[config.mk]
export PLATFORM = sky130hd
export DESIGN_NAME = v_scoreboard_check_arb
export DESIGN_NICKNAME = d
export VERILOG_FILES = /design/src/rtl/v_noc_pkg.sv /design/src/rtl/v_sb_arb_fifo.sv /design/src/rtl/v_scoreboard_check_arb.sv
export SDC_FILE = /design/constraint.sdc
export NUM_CORES = 1
export LEC_CHECK = 0
export BUFFER_PORTS_ARGS = -buffer_cell sky130_fd_sc_hd__buf_4
export CAP_MARGIN = 20
export CORE_ASPECT_RATIO = 0.9
export CORE_MARGIN = 3
export CORE_UTILIZATION = 50
export CTS_CLUSTER_DIAMETER = 120
export DETAILED_ROUTE_END_ITERATION = 7
export PLACE_DENSITY = 0.77
export SLEW_MARGIN = 20
export SYNTH_ARGS = -nofsm -noshare
export SYNTH_HDL_FRONTEND = slang
export SYNTH_HIERARCHICAL = 1
export SYNTH_SLANG_ARGS = --single-unit
[constraint.sdc]
create_clock -name clk -period 15.35 [get_ports clk]
set_clock_uncertainty 0.15 [all_clocks]
set_input_delay 1.535 -clock clk [delete_from_list [all_inputs] [get_ports clk]]
set_output_delay 1.535 -clock clk [all_outputs]
set_load 0.05 [all_outputs]
[src/rtl/v_noc_pkg.sv]
// Shared NoC types plus the scoreboard-check arbiter defaults.
package v_noc_pkg;

  localparam bit ENABLE_TXN_ID = 1'b1;

  localparam int REC_ID_W = 3;
  localparam int SRC_ID_W = 4;
  localparam int TXN_ID_W = ENABLE_TXN_ID ? 8 : 1;
  localparam int FLIT_W   = 32;

  // Payload a receiver hands to the scoreboard for checking.
  typedef struct packed {
    logic [REC_ID_W-1:0] rec_id;
    logic [SRC_ID_W-1:0] src_id;
    logic [TXN_ID_W-1:0] txn_id;
    logic [FLIT_W-1:0]   flit_data;
  } receiver_info_t;

  localparam int SB_ARB_REQ_NUM    = 5;
  localparam int SB_ARB_FIFO_DEPTH = 4;

  typedef enum logic {
    SB_IDLE,
    SB_LOCKED
  } sb_arb_state_e;

endpackage

[src/rtl/v_sb_arb_fifo.sv]
// Per-requester sync FIFO. A push into a full FIFO lands only when the same
// cycle pops; otherwise it is silently discarded (the arbiter counts it).
module v_sb_arb_fifo
  import v_noc_pkg::*;
#(
  parameter int DEPTH = SB_ARB_FIFO_DEPTH
)(
  input  logic           clk,
  input  logic           rst,
  input  logic           push,
  input  logic           pop,
  input  receiver_info_t din,
  output logic           full,
  output logic           empty,
  output logic           nonempty_next,
  output receiver_info_t head
);

  localparam int AW = $clog2(DEPTH);

  logic [AW-1:0]  wr_ptr, rd_ptr;
  logic [AW:0]    cnt, cnt_next;
  logic           do_push, do_pop;
  receiver_info_t mem [DEPTH];

  assign full    = (cnt == (AW+1)'(DEPTH));
  assign empty   = (cnt == '0);
  assign do_pop  = pop & ~empty;
  assign do_push = push & (~full | do_pop);

  // Occupancy after this edge; lets the arbiter lock onto data pushed now.
  assign cnt_next      = cnt + (AW+1)'(do_push) - (AW+1)'(do_pop);
  assign nonempty_next = (cnt_next != '0);
  assign head          = mem[rd_ptr];

  // Pointer/occupancy state; pointers wrap naturally (power-of-two depth).
  always_ff @(posedge clk) begin
    if (rst) begin
      wr_ptr <= '0;
      rd_ptr <= '0;
      cnt    <= '0;
    end else begin
      if (do_push) wr_ptr <= wr_ptr + 1'b1;
      if (do_pop)  rd_ptr <= rd_ptr + 1'b1;
      cnt <= cnt_next;
    end
  end

  // Storage; when full with a pop, wr_ptr == rd_ptr so the new entry
  // reuses the slot being freed.
  always_ff @(posedge clk) begin
    if (!rst && do_push) mem[wr_ptr] <= din;
  end

endmodule

[src/rtl/v_scoreboard_check_arb.sv]
// Merges REQ_NUM receiver check streams onto one scoreboard port.
// Each receiver gets a small FIFO; a round-robin pick locks the port until
// the scoreboard accepts, so the presented grant/payload never changes
// while valid is up.
module v_scoreboard_check_arb
  import v_noc_pkg::*;
#(
  parameter  int REQ_NUM    = SB_ARB_REQ_NUM,
  parameter  int FIFO_DEPTH = SB_ARB_FIFO_DEPTH,
  localparam int GW         = (REQ_NUM > 1) ? $clog2(REQ_NUM) : 1
)(
  input  logic                          clk,
  input  logic                          rst,
  input  logic           [REQ_NUM-1:0]  req_vld_i,
  input  receiver_info_t [REQ_NUM-1:0]  req_i,
  output logic                          check_scoreboard_vld_o,
  output receiver_info_t                check_scoreboard_o,
  input  logic                          check_scoreboard_rdy_i,
  output logic           [GW-1:0]       grant_id_o,
  output logic           [REQ_NUM-1:0]  overflow_o,
  output logic           [15:0]         drop_cnt_o
);

  localparam int DW = $clog2(REQ_NUM + 1);

  sb_arb_state_e                state, state_next;
  logic           [GW-1:0]      grant_next, rr_ptr, rr_next;
  logic           [REQ_NUM-1:0] full, empty, nonempty_next, pop, drop;
  receiver_info_t [REQ_NUM-1:0] head;
  logic                         hs;
  logic           [DW-1:0]      drop_n;
  logic           [16:0]        drop_sum;
  logic           [15:0]        drop_cnt_next;

  assign check_scoreboard_vld_o = (state == SB_LOCKED);
  assign check_scoreboard_o     = head[grant_id_o];
  assign hs                     = check_scoreboard_vld_o & check_scoreboard_rdy_i;

  // A push is lost when its FIFO is full and is not being drained this cycle.
  assign drop = req_vld_i & full & ~pop;

  for (genvar p = 0; p < REQ_NUM; p++) begin : g_fifo
    assign pop[p] = hs & (grant_id_o == GW'(p)) & ~empty[p];

    v_sb_arb_fifo #(.DEPTH(FIFO_DEPTH)) u_fifo (
      .clk           (clk),
      .rst           (rst),
      .push          (req_vld_i[p]),
      .pop           (pop[p]),
      .din           (req_i[p]),
      .full          (full[p]),
      .empty         (empty[p]),
      .nonempty_next (nonempty_next[p]),
      .head          (head[p])
    );
  end

  // First set bit of m at or after ptr, wrapping past REQ_NUM-1.
  function automatic logic [GW-1:0] rr_pick(input logic [REQ_NUM-1:0] m,
                                            input logic [GW-1:0]      ptr);
    logic found;
    int   idx;
    rr_pick = ptr;
    found   = 1'b0;
    for (int i = 0; i < REQ_NUM; i++) begin
      idx = (int'(ptr) + i) % REQ_NUM;
      if (!found && m[idx]) begin
        rr_pick = GW'(idx);
        found   = 1'b1;
      end
    end
  endfunction

  // Lock FSM: pick from next-cycle FIFO contents so a push at edge t is
  // presented at t+1 and back-to-back transfers need no idle bubble.
  always_comb begin
    state_next = state;
    grant_next = grant_id_o;
    rr_next    = rr_ptr;
    case (state)
      SB_IDLE: begin
        if (|nonempty_next) begin
          state_next = SB_LOCKED;
          grant_next = rr_pick(nonempty_next, rr_ptr);
        end
      end
      SB_LOCKED: begin
        if (hs) begin
          rr_next = (grant_id_o == GW'(REQ_NUM - 1)) ? '0 : grant_id_o + 1'b1;
          if (|nonempty_next) grant_next = rr_pick(nonempty_next, rr_next);
          else                state_next = SB_IDLE;
        end
      end
      default: state_next = SB_IDLE;
    endcase
  end

  // Several ports may drop at once; add them all and clamp at 16'hFFFF.
  always_comb begin
    drop_n = '0;
    for (int i = 0; i < REQ_NUM; i++) drop_n = drop_n + DW'(drop[i]);
    drop_sum      = {1'b0, drop_cnt_o} + 17'(drop_n);
    drop_cnt_next = drop_sum[16] ? 16'hFFFF : drop_sum[15:0];
  end

  // Arbiter state and sticky error reporting.
  always_ff @(posedge clk) begin
    if (rst) begin
      state      <= SB_IDLE;
      grant_id_o <= '0;
      rr_ptr     <= '0;
      overflow_o <= '0;
      drop_cnt_o <= '0;
    end else begin
      state      <= state_next;
      grant_id_o <= grant_next;
      rr_ptr     <= rr_next;
      overflow_o <= overflow_o | drop;
      drop_cnt_o <= drop_cnt_next;
    end
  end

endmodule

* Word level (Yosys, flattened, before mapping)
Memory sizes are Yosys's and may differ from the RTL's. A register that Yosys moved wholly into a read port is not among the register bits.
Cells that the tools add are included.
** Storage, ports and cells
- Register bits :: 63
- RAM bits :: 940
- Bits of input ports :: 243
- Output and inout port bits :: 72
- Word-level logic and storage cells :: 268
- Memories :: 5
** Memories
- g_fifo[0].u_fifo.mem :: words 4, bits a word 47, rd ports 1, clocked after Yosys merged registers in 1, write ports 1, RTL line v_sb_arb_fifo.sv:24 : receiver_info_t mem [DEPTH];
- g_fifo[1].u_fifo.mem :: words 4, bits a word 47, rd ports 1, clocked after Yosys merged registers in 1, write ports 1, RTL line v_sb_arb_fifo.sv:24
- g_fifo[2].u_fifo.mem :: words 4, bits a word 47, rd ports 1, clocked after Yosys merged registers in 1, write ports 1, RTL line v_sb_arb_fifo.sv:24
- g_fifo[3].u_fifo.mem :: words 4, bits a word 47, rd ports 1, clocked after Yosys merged registers in 1, write ports 1, RTL line v_sb_arb_fifo.sv:24
- g_fifo[4].u_fifo.mem :: words 4, bits a word 47, rd ports 1, clocked after Yosys merged registers in 1, write ports 1, RTL line v_sb_arb_fifo.sv:24
** Cells by class
- Add/sub/neg operators :: 34
- Divide/modulo/power cells :: 10
- $lt $le $gt $ge :: 11
- Equality and inequality tests :: 12
- Multiplexer cells :: 99
- Bitwise operators :: 41
- Reductions and logical operators :: 36
** Operators by type and width (number)
- $lt 32x5->1 const B :: 10
- $mod 32x4->32 const B :: 8
- $bmux 47 s3 :: 1
- $mod 4x4->32 const B :: 2
- $mux 1 :: 60
- $mux 47 :: 1
- $mux 3 :: 14
- $bmux 1 s3 :: 10
- $add 3x1->3 :: 7
- $and 1x1->1 :: 21
- $add 2x1->2 const B :: 10
- $mux 2 :: 10
- $eq 3x3->1 const B :: 6
- $logic_not 3->1 :: 6
- $add 16x3->17 :: 1
- $add 3x2->4 const B :: 4
- $mux 16 :: 1
- $reduce_bool 3->1 :: 5
- $sub 3x1->3 :: 5
- $logic_and 1x1->1 :: 13
- $not 1->1 :: 11
- $and 5x5->5 :: 2
- $logic_not 1->1 :: 9
- $add 3x1->4 const B :: 2
- 17 further kinds :: 24

* Depth between registers and ports, before layout
Gate-level depths: netlist of run 1.
- Word-level depth :: 40
- Mapped depth :: 23
- Gate-level depth less buffers :: 20

* Cells and area by module
The synthesis of run 1 kept the hierarchy.
** By module, submodules not included
- v_sb_arb_fifo (g_fifo[0].u_fifo ...) :: instances 3, cells each 294, area each 7238.2 um^2, seq. area each 5825.6 um^2
- v_sb_arb_fifo (g_fifo[2].u_fifo) :: instances 1, cells each 294, area each 7255.7 um^2, seq. area each 5825.6 um^2
- v_sb_arb_fifo (g_fifo[4].u_fifo) :: instances 1, cells each 294, area each 7245.7 um^2, seq. area each 5825.6 um^2
- v_scoreboard_check_arb :: instances 1, cells each 744, area each 6120.9 um^2, seq. area each 560.5 um^2

* Least setup slack after synthesis of run 1
OpenSTA, ideal clock, no wires.
- Path kind :: input port to flip-flop
- Start point :: input port check_scoreboard_rdy_i
- End point :: memory g_fifo[2].u_fifo/mem[1][0] in the netlist's numbering, enable pin
- Setup time :: 520 ps
- Arrival time :: 6107 ps
- Required time :: 14680 ps
- Setup slack :: 8574 ps
- Stages on the path :: 4
- Buffers on the path :: 0
- Cell sequence :: nand2_1 -> nor4b_1 -> o21ai_1 -> nor3b_1
** On the way
- Cells in the longest elaborated chain, start to end :: 9
** Ends and longest elaborated chain
- start: declaration :: RTL line v_scoreboard_check_arb.sv:18 : input logic check_scoreboard_rdy_i,
- $and 1x1->1 :: RTL line v_scoreboard_check_arb.sv:37 : assign hs = check_scoreboard_vld_o & check_scoreboard_rdy_i;
- $and 1x1->1 (2 in a row) :: RTL line v_scoreboard_check_arb.sv:43 : assign pop[p] = hs & (grant_id_o == GW'(p)) & ~empty[p];
- named net pop[2] :: RTL line v_scoreboard_check_arb.sv:28 : logic [REQ_NUM-1:0] full, empty, nonempty_next, pop, drop;
- $and 1x1->1 :: RTL line v_sb_arb_fifo.sv:28 : assign do_pop = pop & ~empty;
- $or 1x1->1 :: RTL line v_sb_arb_fifo.sv:29 : assign do_push = push & (~full | do_pop);
- $and 1x1->1 :: RTL line v_sb_arb_fifo.sv:29
- $logic_and 1x1->1 :: RTL line v_sb_arb_fifo.sv:52 : if (!rst && do_push) mem[wr_ptr] <= din;
- $mux 1 :: RTL line v_sb_arb_fifo.sv:52
- $mux 1 (implied by the code) :: RTL line v_sb_arb_fifo.sv:52
- end: declaration :: RTL line v_sb_arb_fifo.sv:24
The timed path passes the listed nets, and every way through them passes these cells.

* Worst setup path after layout of run 1
- Start point :: input port check_scoreboard_rdy_i
- End point :: register grant_id_o[0]
** On the way
- Cells in the longest elaborated chain, start to end :: 40
- Elaborated cells on any way between the ends :: 134
- Those cells by class :: add/sub (10); eq/ne (3); mux (72); bitwise (26); reduce/logical (23)
** Ends and longest elaborated chain
- $and 1x1->1 (*) :: RTL line v_scoreboard_check_arb.sv:37
- $and 1x1->1 (*) (2 in a row) :: RTL line v_scoreboard_check_arb.sv:43
- named net pop[2] :: RTL line v_scoreboard_check_arb.sv:28
- $and 1x1->1 (*) :: RTL line v_sb_arb_fifo.sv:28
- $or 1x1->1 :: RTL line v_sb_arb_fifo.sv:29
- $and 1x1->1 :: RTL line v_sb_arb_fifo.sv:29
- $add 3x1->3 :: RTL line v_sb_arb_fifo.sv:32 : assign cnt_next = cnt + (AW+1)'(do_push) - (AW+1)'(do_pop);
- $sub 3x1->3 (*) :: RTL line v_sb_arb_fifo.sv:32
- (+1 left out)
- named net nonempty_next[2] :: RTL line v_scoreboard_check_arb.sv:28
- (+23 left out)
- $mux 1 :: RTL line v_scoreboard_check_arb.sv:88 : if (hs) begin
- $mux 1 :: RTL line v_scoreboard_check_arb.sv:80 : case (state)
- $logic_not 1->1 :: RTL line v_scoreboard_check_arb.sv:67 : if (!found && m[idx]) begin
- $logic_and 1x1->1 :: RTL line v_scoreboard_check_arb.sv:67
- $mux 3 :: RTL line v_scoreboard_check_arb.sv:67
- $mux 3 :: RTL line v_scoreboard_check_arb.sv:90 : if (|nonempty_next) grant_next = rr_pick(nonempty_next, rr_next);
- $mux 3 :: RTL line v_scoreboard_check_arb.sv:88
- $pmux 3 s2 :: RTL line v_scoreboard_check_arb.sv:80
- end signal: assignment :: RTL line v_scoreboard_check_arb.sv:116 : grant_id_o <= grant_next;
- end: declaration :: RTL line v_scoreboard_check_arb.sv:19 : output logic [GW-1:0] grant_id_o,
Mark *: on every way through the listed nets, which the timed path passes. The rest lies on a longest branch. The select of a mux whose other input is x is not followed.
A chain may end at the register's enable or synchronous reset.

==> results of run 1 <==
## report_power, final
group          internal [mW]  leakage (nW)  switching [mW]
Clock                   1.38          1.57            1.02
Sequential              3.20          9.13          0.0901
Combinational          0.739          5.69            1.26
Total                   5.32          16.4            2.37
## flip-flops by register name, indices dropped and copies added (netlist names), named ones only
name,flops
check_scoreboard_vld_o,1
drop_cnt_o,16
g_fifo.u_fifo/cnt,15
g_fifo.u_fifo/mem,940
g_fifo.u_fifo/rd_ptr,10
g_fifo.u_fifo/wr_ptr,10
grant_id_o,3
overflow_o,5
rr_ptr,3
## worst min-delay path: cells and delay by family, from the launching register on
family          cells  cell delay (ns)
compound gates      1             0.05
flops               1             0.31
buf+inv             1             0.05
## metrics by stage
stage / total power [mW] / area (µm²)
after global placement: 5.25 / 46000
after CTS: 7.71 / 49200
after global routing: 7.97 / 49200
after floorplan: 4.70 / 42300
after detailed placement: 5.32 / 46000
final: 7.69 / 49300
## final cells by class
class                   count  share of cell area (%)
multi-input cells        1033                    24.4
clock buffers             107                    5.00
repair buffers            347                    5.29
flip-flops and latches   1013                    60.3
well taps                1122                    2.85
inverters                  61                   0.465
clock inverters            71                    1.50
diodes                     24                   0.122
## final timing paths
kind / to / slack, ns / cells after the start
setup / recovery: grant_id_o[0] / 8.44 / 19
hold reg to reg: overflow_o[3] / 0.31 / 2
hold / removal: overflow_o[3] / 0.31 / 2
setup reg to reg: grant_id_o[2] / 8.50 / 17
## cell families after synthesis
family | count (synthesis)
multiplexers | 321
AO/OA/AOI/OAI | 274
adder cells (fa/ha/maj) | 77
XOR/XNOR | 43
AND/OR/NAND/NOR | 318
flip-flops | 1013
buffers and inverters | 168
## cell usage after synthesis (all sizes together) (8+ instances only)
cell type,instances
edfxtp,940
mux4,285
nor2,85
dfxtp,73
ha,67
buf,62
inv,60
nand2,55
a21oi,52
o21ai,49
a22o,47
clkbuf,45
nor3b,26
mux2i,25
nand2b,25
nor2b,24
nand3,23
xnor2,22
nor3,21
xor2,21
a21o,11
mux2,11
a211oi,10
fa,10
o211ai,10
a22oi,8
or3,8
## layout by cell type, fill, tap and decap left out, types with 25 or more instances in the layout
master / netlist / final
nor2_1: 85 / 85
inv_1: 57 / 56
ha_1: 67 / 67
dfxtp_1: 73 / 61
buf_4: 9 / 347
o21ai_0: 41 / 41
a21oi_1: 50 / 50
edfxtp_1: 940 / 940
mux2i_1: 25 / 25
mux4_2: 285 / 285
nand2b_1: 25 / 25
nand2_1: 55 / 55
clkbuf_16: 0 / 97
a22o_1: 47 / 47
## per-layer routing
| layer | global-route usage (%) | vias up | routed length, µm |
|---|---|---|---|
| li1 | - | 9811 | - |
| met1 | 33.4 | 12300 | 42100 |
| met2 | 41.4 | 1221 | 54900 |
| met3 | 7.02 | 193 | 11300 |
| met4 | 6.31 | 32 | 2600 |
| met5 | 0 | - | 211 |
==> results.md, run 1 <==
- Maximum VDD drop: around 0.13 mV
- Total GRT Usage: between 20 and 30%
- Synth Area in XOR/XNOR: less than 1%
- P per Cell Area: around 160 mW/mm²
- DR WL/cell: around 30 µm
- GPL Wtd Cong: about 0.83
- Yosys warnings: 6
- CP max stage delay: 0.84 ns
- HPWL Detailed: 66,200 µm
- Max Buffers Root-to-Sink: 3
- Total die area: 0.0882 mm²
- Net Count, Synth: between 2,000 and 3,000
- Max Transition Viols Final: 0
- Largest area contributor in the netlist: edfxtp_1
- R2r startpoint: grant_id_o[0]
- WP data required: ~16 ns
- WHS: slightly above 0.3 ns
- Main area contributors after synthesis: edfxtp_1 (67%), mux4_2 (15%), dfxtp_1 (3.5%)
- Vias in the first global route: roughly 24,000
- Area share of the largest cell type after synthesis: 66.7%
- Largest family of logic cells by synthesized area: multiplexers
- Syn-to-layout area delta: 16.4%
- Worst-Skew Late Latency: 0.67 ns
- Post-synth top flop: edfxtp_1
- Nature of the critical path startpoint: input pin
- Yosys cell types: a little over 90
- Leak Pwr: between 15 and 20 nW
- Area of the multi-input gates: roughly 0.012 mm²
- Share of post-route cells with drive strength above 1: about a third
- Initial antenna violation count: 36
- Mux contribution to synthesized area: 16.1%
- Async SR Flop Fraction: 0%
- Total number of vias: about 24,000
- Bufs and invs on worst path: 1
- Synth Register Bits: between 1,000 and 1,500
- Crit path DAT: about 7.3 ns
- Initial core utilization: ~51%
- CP Class: input pin to flip-flop
- DP Cell Count: approximately 3,600
- Register Area: slightly below 0.03 mm²
- Post-CTS setup buffers: 0
- CTS resizes: 0
- Clk root buf: clkbuf_16
- Outcome: finished clean
- CP cell instances: buf_4 -> nand2_1 -> nor4b_1 -> o31ai_1 -> mux2i_1 -> ha_1 -> fa_1 -> xor2_1 -> xnor2_1 -> or3_1 -> nand2b_1 -> nor2_1 -> o2111a_1 -> or4_4 -> nor4_4 -> and3b_4 -> a221oi_1 -> a2111oi_1 -> o32ai_1
- Setup WS post-layout: around 8.4 ns
- Gr ovfl total: 0
- Core box area: about 0.083 mm²
- Clk sinks: approximately 1,000
- Mapped Cells: approximately 2,200
- H-tree Lvls: 3
- Die width: between 300 and 400 µm
- Final Hold Viols: 0
- Hold Buf Count CTS: 0
- Vias per cell: a little over 6
- # fillers: about 6,000
- Hold/Removal Path Class: flip-flop to flip-flop
- Largest net degree at the start of global routing: 84
- Fin Setup TNS: 0 ns
- Row count: 100
- Fmax: 145 MHz
- Placement Setup Slack: between 7 and 8 ns
- Nets@finish: 2,872
- DRC Markers: 0
- TritonCTS Buffers: 96
- Final core occ: about three fifths
- Simple-Gate Fraction of Synth Area: 4.02%
- DRT antenna net count: 0
- Critical Path Fanout Max: 20
- IO buf count: between 300 and 400
- Slowest CP cell: nor4b_1
- CTS tree: built
- RSZ-0062 raised after global routing: false
- Number of synthesized flops with an enable pin: 940
- First-pass GRT wire length: approximately 160,000 µm
- 1st-pass router iterations: 8
- Max_cap viols: 0
- Register area share after synthesis: ~70%
- Die height: roughly 280 µm
- Syn Area/Cell: approximately 19 µm²
- Drt initial violations: 2,844
- Post-Route WL: approximately 110,000 µm
- Final min period: 6.91 ns
- Part of the cycle the worst path needs: 45.0%
- # setup viols final: 0
- Compound-Gate Fraction of Synth Area: between 4 and 5%
- Clock slew at reported path FFs: 0.07 ns
- I/O pins: approximately 320
- Max-slew headroom: between 30% and 40%
- Min-delay src: overflow_o[3]
- Slew @ Worst Pin: roughly 1.0 ns
- Area share of fa/ha/maj cells after synthesis: 2.45%
- Syn Std Cell Area: between 0.04 and 0.05 mm²
- Worst setup EP type: flip-flop
- Finished Layout Cells: 3,778
- Cell family with most CP delay: simple AND/OR/NAND/NOR gates
- Setup crit start: check_scoreboard_rdy_i
No activity file was read; power rests on OpenSTA's default activity.
==> run 2, diff against run 1 <==
--- a/config.mk
+++ b/config.mk
@@ -12,7 +12,7 @@
 export CORE_UTILIZATION = 50
 export CTS_CLUSTER_DIAMETER = 120
 export DETAILED_ROUTE_END_ITERATION = 7
-export PLACE_DENSITY = 0.77
+export PLACE_DENSITY = 0.8
 export SLEW_MARGIN = 20
 export SYNTH_ARGS = -nofsm -noshare
 export SYNTH_HDL_FRONTEND = slang
==> constraint.sdc (replaced) <==
create_clock -name clk -period 5.9 [get_ports clk]
set_clock_uncertainty 0.15 [all_clocks]
set_input_delay 0.59 -clock clk [delete_from_list [all_inputs] [get_ports clk]]
set_output_delay 0.59 -clock clk [all_outputs]
set_load 0.05 [all_outputs]
==> results.md, run 2 (synthesized netlist as in run 1, its figures left out) <==
- FF-to-FF path depth: 20
- Maximum VDD drop: about 0.35 mV
- Crit path DAT: between 5 and 6 ns
- Final Power: approximately 20 mW
- Max FFs per register: 940
- 1st-pass router iterations: 5
- Leak Pwr: 17.6 nW
- Largest net degree at the start of global routing: 50
- Row count: 100
- Vias per cell: approximately 6.3
- Max Buffers Root-to-Sink: 3
- Sw Ratio: about a third
- P_int: approximately 14 mW
- Nets@finish: approximately 3,200
- Met2 WL post-DR: about 61,000 µm
- Top sig layer: met5
- Max-slew headroom: a little under a quarter
- HPWL Detailed: 72,200 µm
- DRT antenna net count: 0
- Post-CTS setup buffers: 0
- Worst flop-to-flop path endpoint: grant_id_o[0]
- Gr ovfl total: 0
- # setup viols final: 0
- Syn-to-layout area delta: 22.6%
- RSZ-0062 raised after global routing: false
- Post-Route WL: approximately 120,000 µm
- Commonest non-fill, non-tap cell in the layout: edfxtp_1
- Critical Path Fanout Max: 12
- Final Hold Viols: 0
- P per Cell Area: around 400 mW/mm²
- Register name with the most flops: g_fifo.u_fifo/mem
- TritonCTS Buffers: 93
- DR WL/cell: between 30 and 40 µm
- Max_cap viols: 0
- Die height: ~280 µm
- Drt initial violations: between 3,000 and 4,000
- Max Transition Viols Final: 0
- Sequential power share: 42.2%
- Placement Setup Slack: about 0.13 ns
- Slew @ Worst Pin: about 1.2 ns
- Met3 WL: 13,500 µm
- Initial antenna violation count: 20
- Die width: about 310 µm
- CTS tree: built
- DRT met1 WL: around 45,000 µm
- Outcome: finished clean
- Psw: 6.39 mW
- Clk root buf: clkbuf_16
- Comb power frac: ~28%
- Most frequent cells in the layout: edfxtp_1 (940), buf_4 (391), mux4_2 (285)
- Clk sinks: 1,013
- Final core occ: around 62%
- Min-delay src: req_i[83]
- GPL Wtd Cong: roughly 0.87
- Final min period: 5.51 ns
- R2r startpoint: check_scoreboard_vld_o
- Setup WS post-layout: approximately 0.39 ns
- DRC Markers: 0
- Part of the cycle the worst path needs: 93.4%
- Clock slew at reported path FFs: approximately 0.06 ns
- Fmax: 182 MHz
- Total die area: around 0.088 mm²
- Total number of vias: 25,600
- Nature of the critical path startpoint: flip-flop
- Share of post-route cells with drive strength above 1: a little under a third
- WP data required: 6.26 ns
- Initial core utilization: roughly half
- H-tree Lvls: 3
- Core box area: 0.0833 mm²
- R2r setup slk: just under 0.4 ns
- Vias in the first global route: around 26,000
- Worst-Skew Late Latency: roughly 0.66 ns
- IO buf count: approximately 310
- Total GRT Usage: approximately 28%
- Clock share of power: 29.6%
- Largest registers: g_fifo.u_fifo/mem x940, drop_cnt_o x16, g_fifo.u_fifo/cnt x15
- I/O pins: ~320
- Hold/Removal Path Class: input pin to flip-flop
- CP Class: flip-flop to flip-flop
- Hold path endpoint: g_fifo[1].u_fifo/mem[2][36]
- Worst setup EP type: flip-flop
- Min-Delay Path Depth: 1
- First-pass GRT wire length: around 180,000 µm
[run 2: repair_timing]
action / 4_1_cts / 5_1_grt
gates resized for setup: 0 / 2
setup endpoints to repair: 0 / 3
endpoints found under the hold margin: 929 / 0
hold buffers: 233 / 0
[run 2: cell type report]
type                       count  area (µm²)
inverter                      61         229
sequential                  1013       29700
clock inverter                43         425
multi-input combinational   1033       12200
timing repair buffer         629        5370
tap                         1122        1400
fill                        5589       31400
clock buffer                 125        2540
antenna                       22        55.1
[run 2: layer usage]
| layer | track usage [%] | vias up |
|---|---|---|
| met5 | 0 | - |
| met4 | 8.88 | 10 |
| met3 | 6.25 | 331 |
| met2 | 46.5 | 1800 |
| met1 | 36.8 | 13100 |
| li1 | - | 10400 |
[run 2: worst max path at each step]
stage	to	startpoint	depth (start not counted)	slack, ns
after floorplan	g_fifo[2].u_fifo/mem[1][0]	check_scoreboard_vld_o	4	-0.20
after global placement	grant_id_o[0]	check_scoreboard_rdy_i	21	0.34
after detailed placement	grant_id_o[0]	check_scoreboard_rdy_i	21	0.13
after CTS	grant_id_o[0]	check_scoreboard_vld_o	20	0.23
after global routing	grant_id_o[0]	check_scoreboard_vld_o	19	0.001
final	grant_id_o[0]	check_scoreboard_vld_o	20	0.39
[run 2: stage by stage]
step                TNS (ns)  std cells  area [µm²]  hold WS, ns
detailed placement         0       3625       46500        0.291
CTS                        0       4026       51800      0.00228
global route               0       4032       51900       0.0156
floorplan             -36.59       2214       42400        0.331
finish                     0       4048       51900       0.0438
global placement           0       3625       46500        0.295
[run 2: worst max-delay path, cell delays in order, from the launching register on]
cell	delay [ns]
dfxtp_1	0.48
nand2_1	0.20
nor3b_1	0.35
o31ai_1	0.21
mux2i_1	0.16
ha_1	0.22
fa_1	0.38
xnor2_1	0.19
xnor2_1	0.11
or3_1	0.58
buf_4	0.28
inv_1	0.22
nor4_1	0.10
a311oi_1	0.21
mux2i_1	0.13
a22oi_1	0.27
nand4_1	0.16
and3b_4	0.37
a221oi_1	0.05
a2111oi_1	0.38
o32ai_1	0.17
[run 2: power by group through the flow]
stage / logic, mW / registers, mW / clock network [mW]
2_1_floorplan: 3.57 / 8.65 / 0
3_3_place_gp: 5.32 / 8.62 / 0
3_5_place_dp: 5.41 / 8.66 / 0
4_1_cts: 5.60 / 8.52 / 5.99
5_1_grt: 6.03 / 8.57 / 6.28
6_report: 5.70 / 8.53 / 5.99
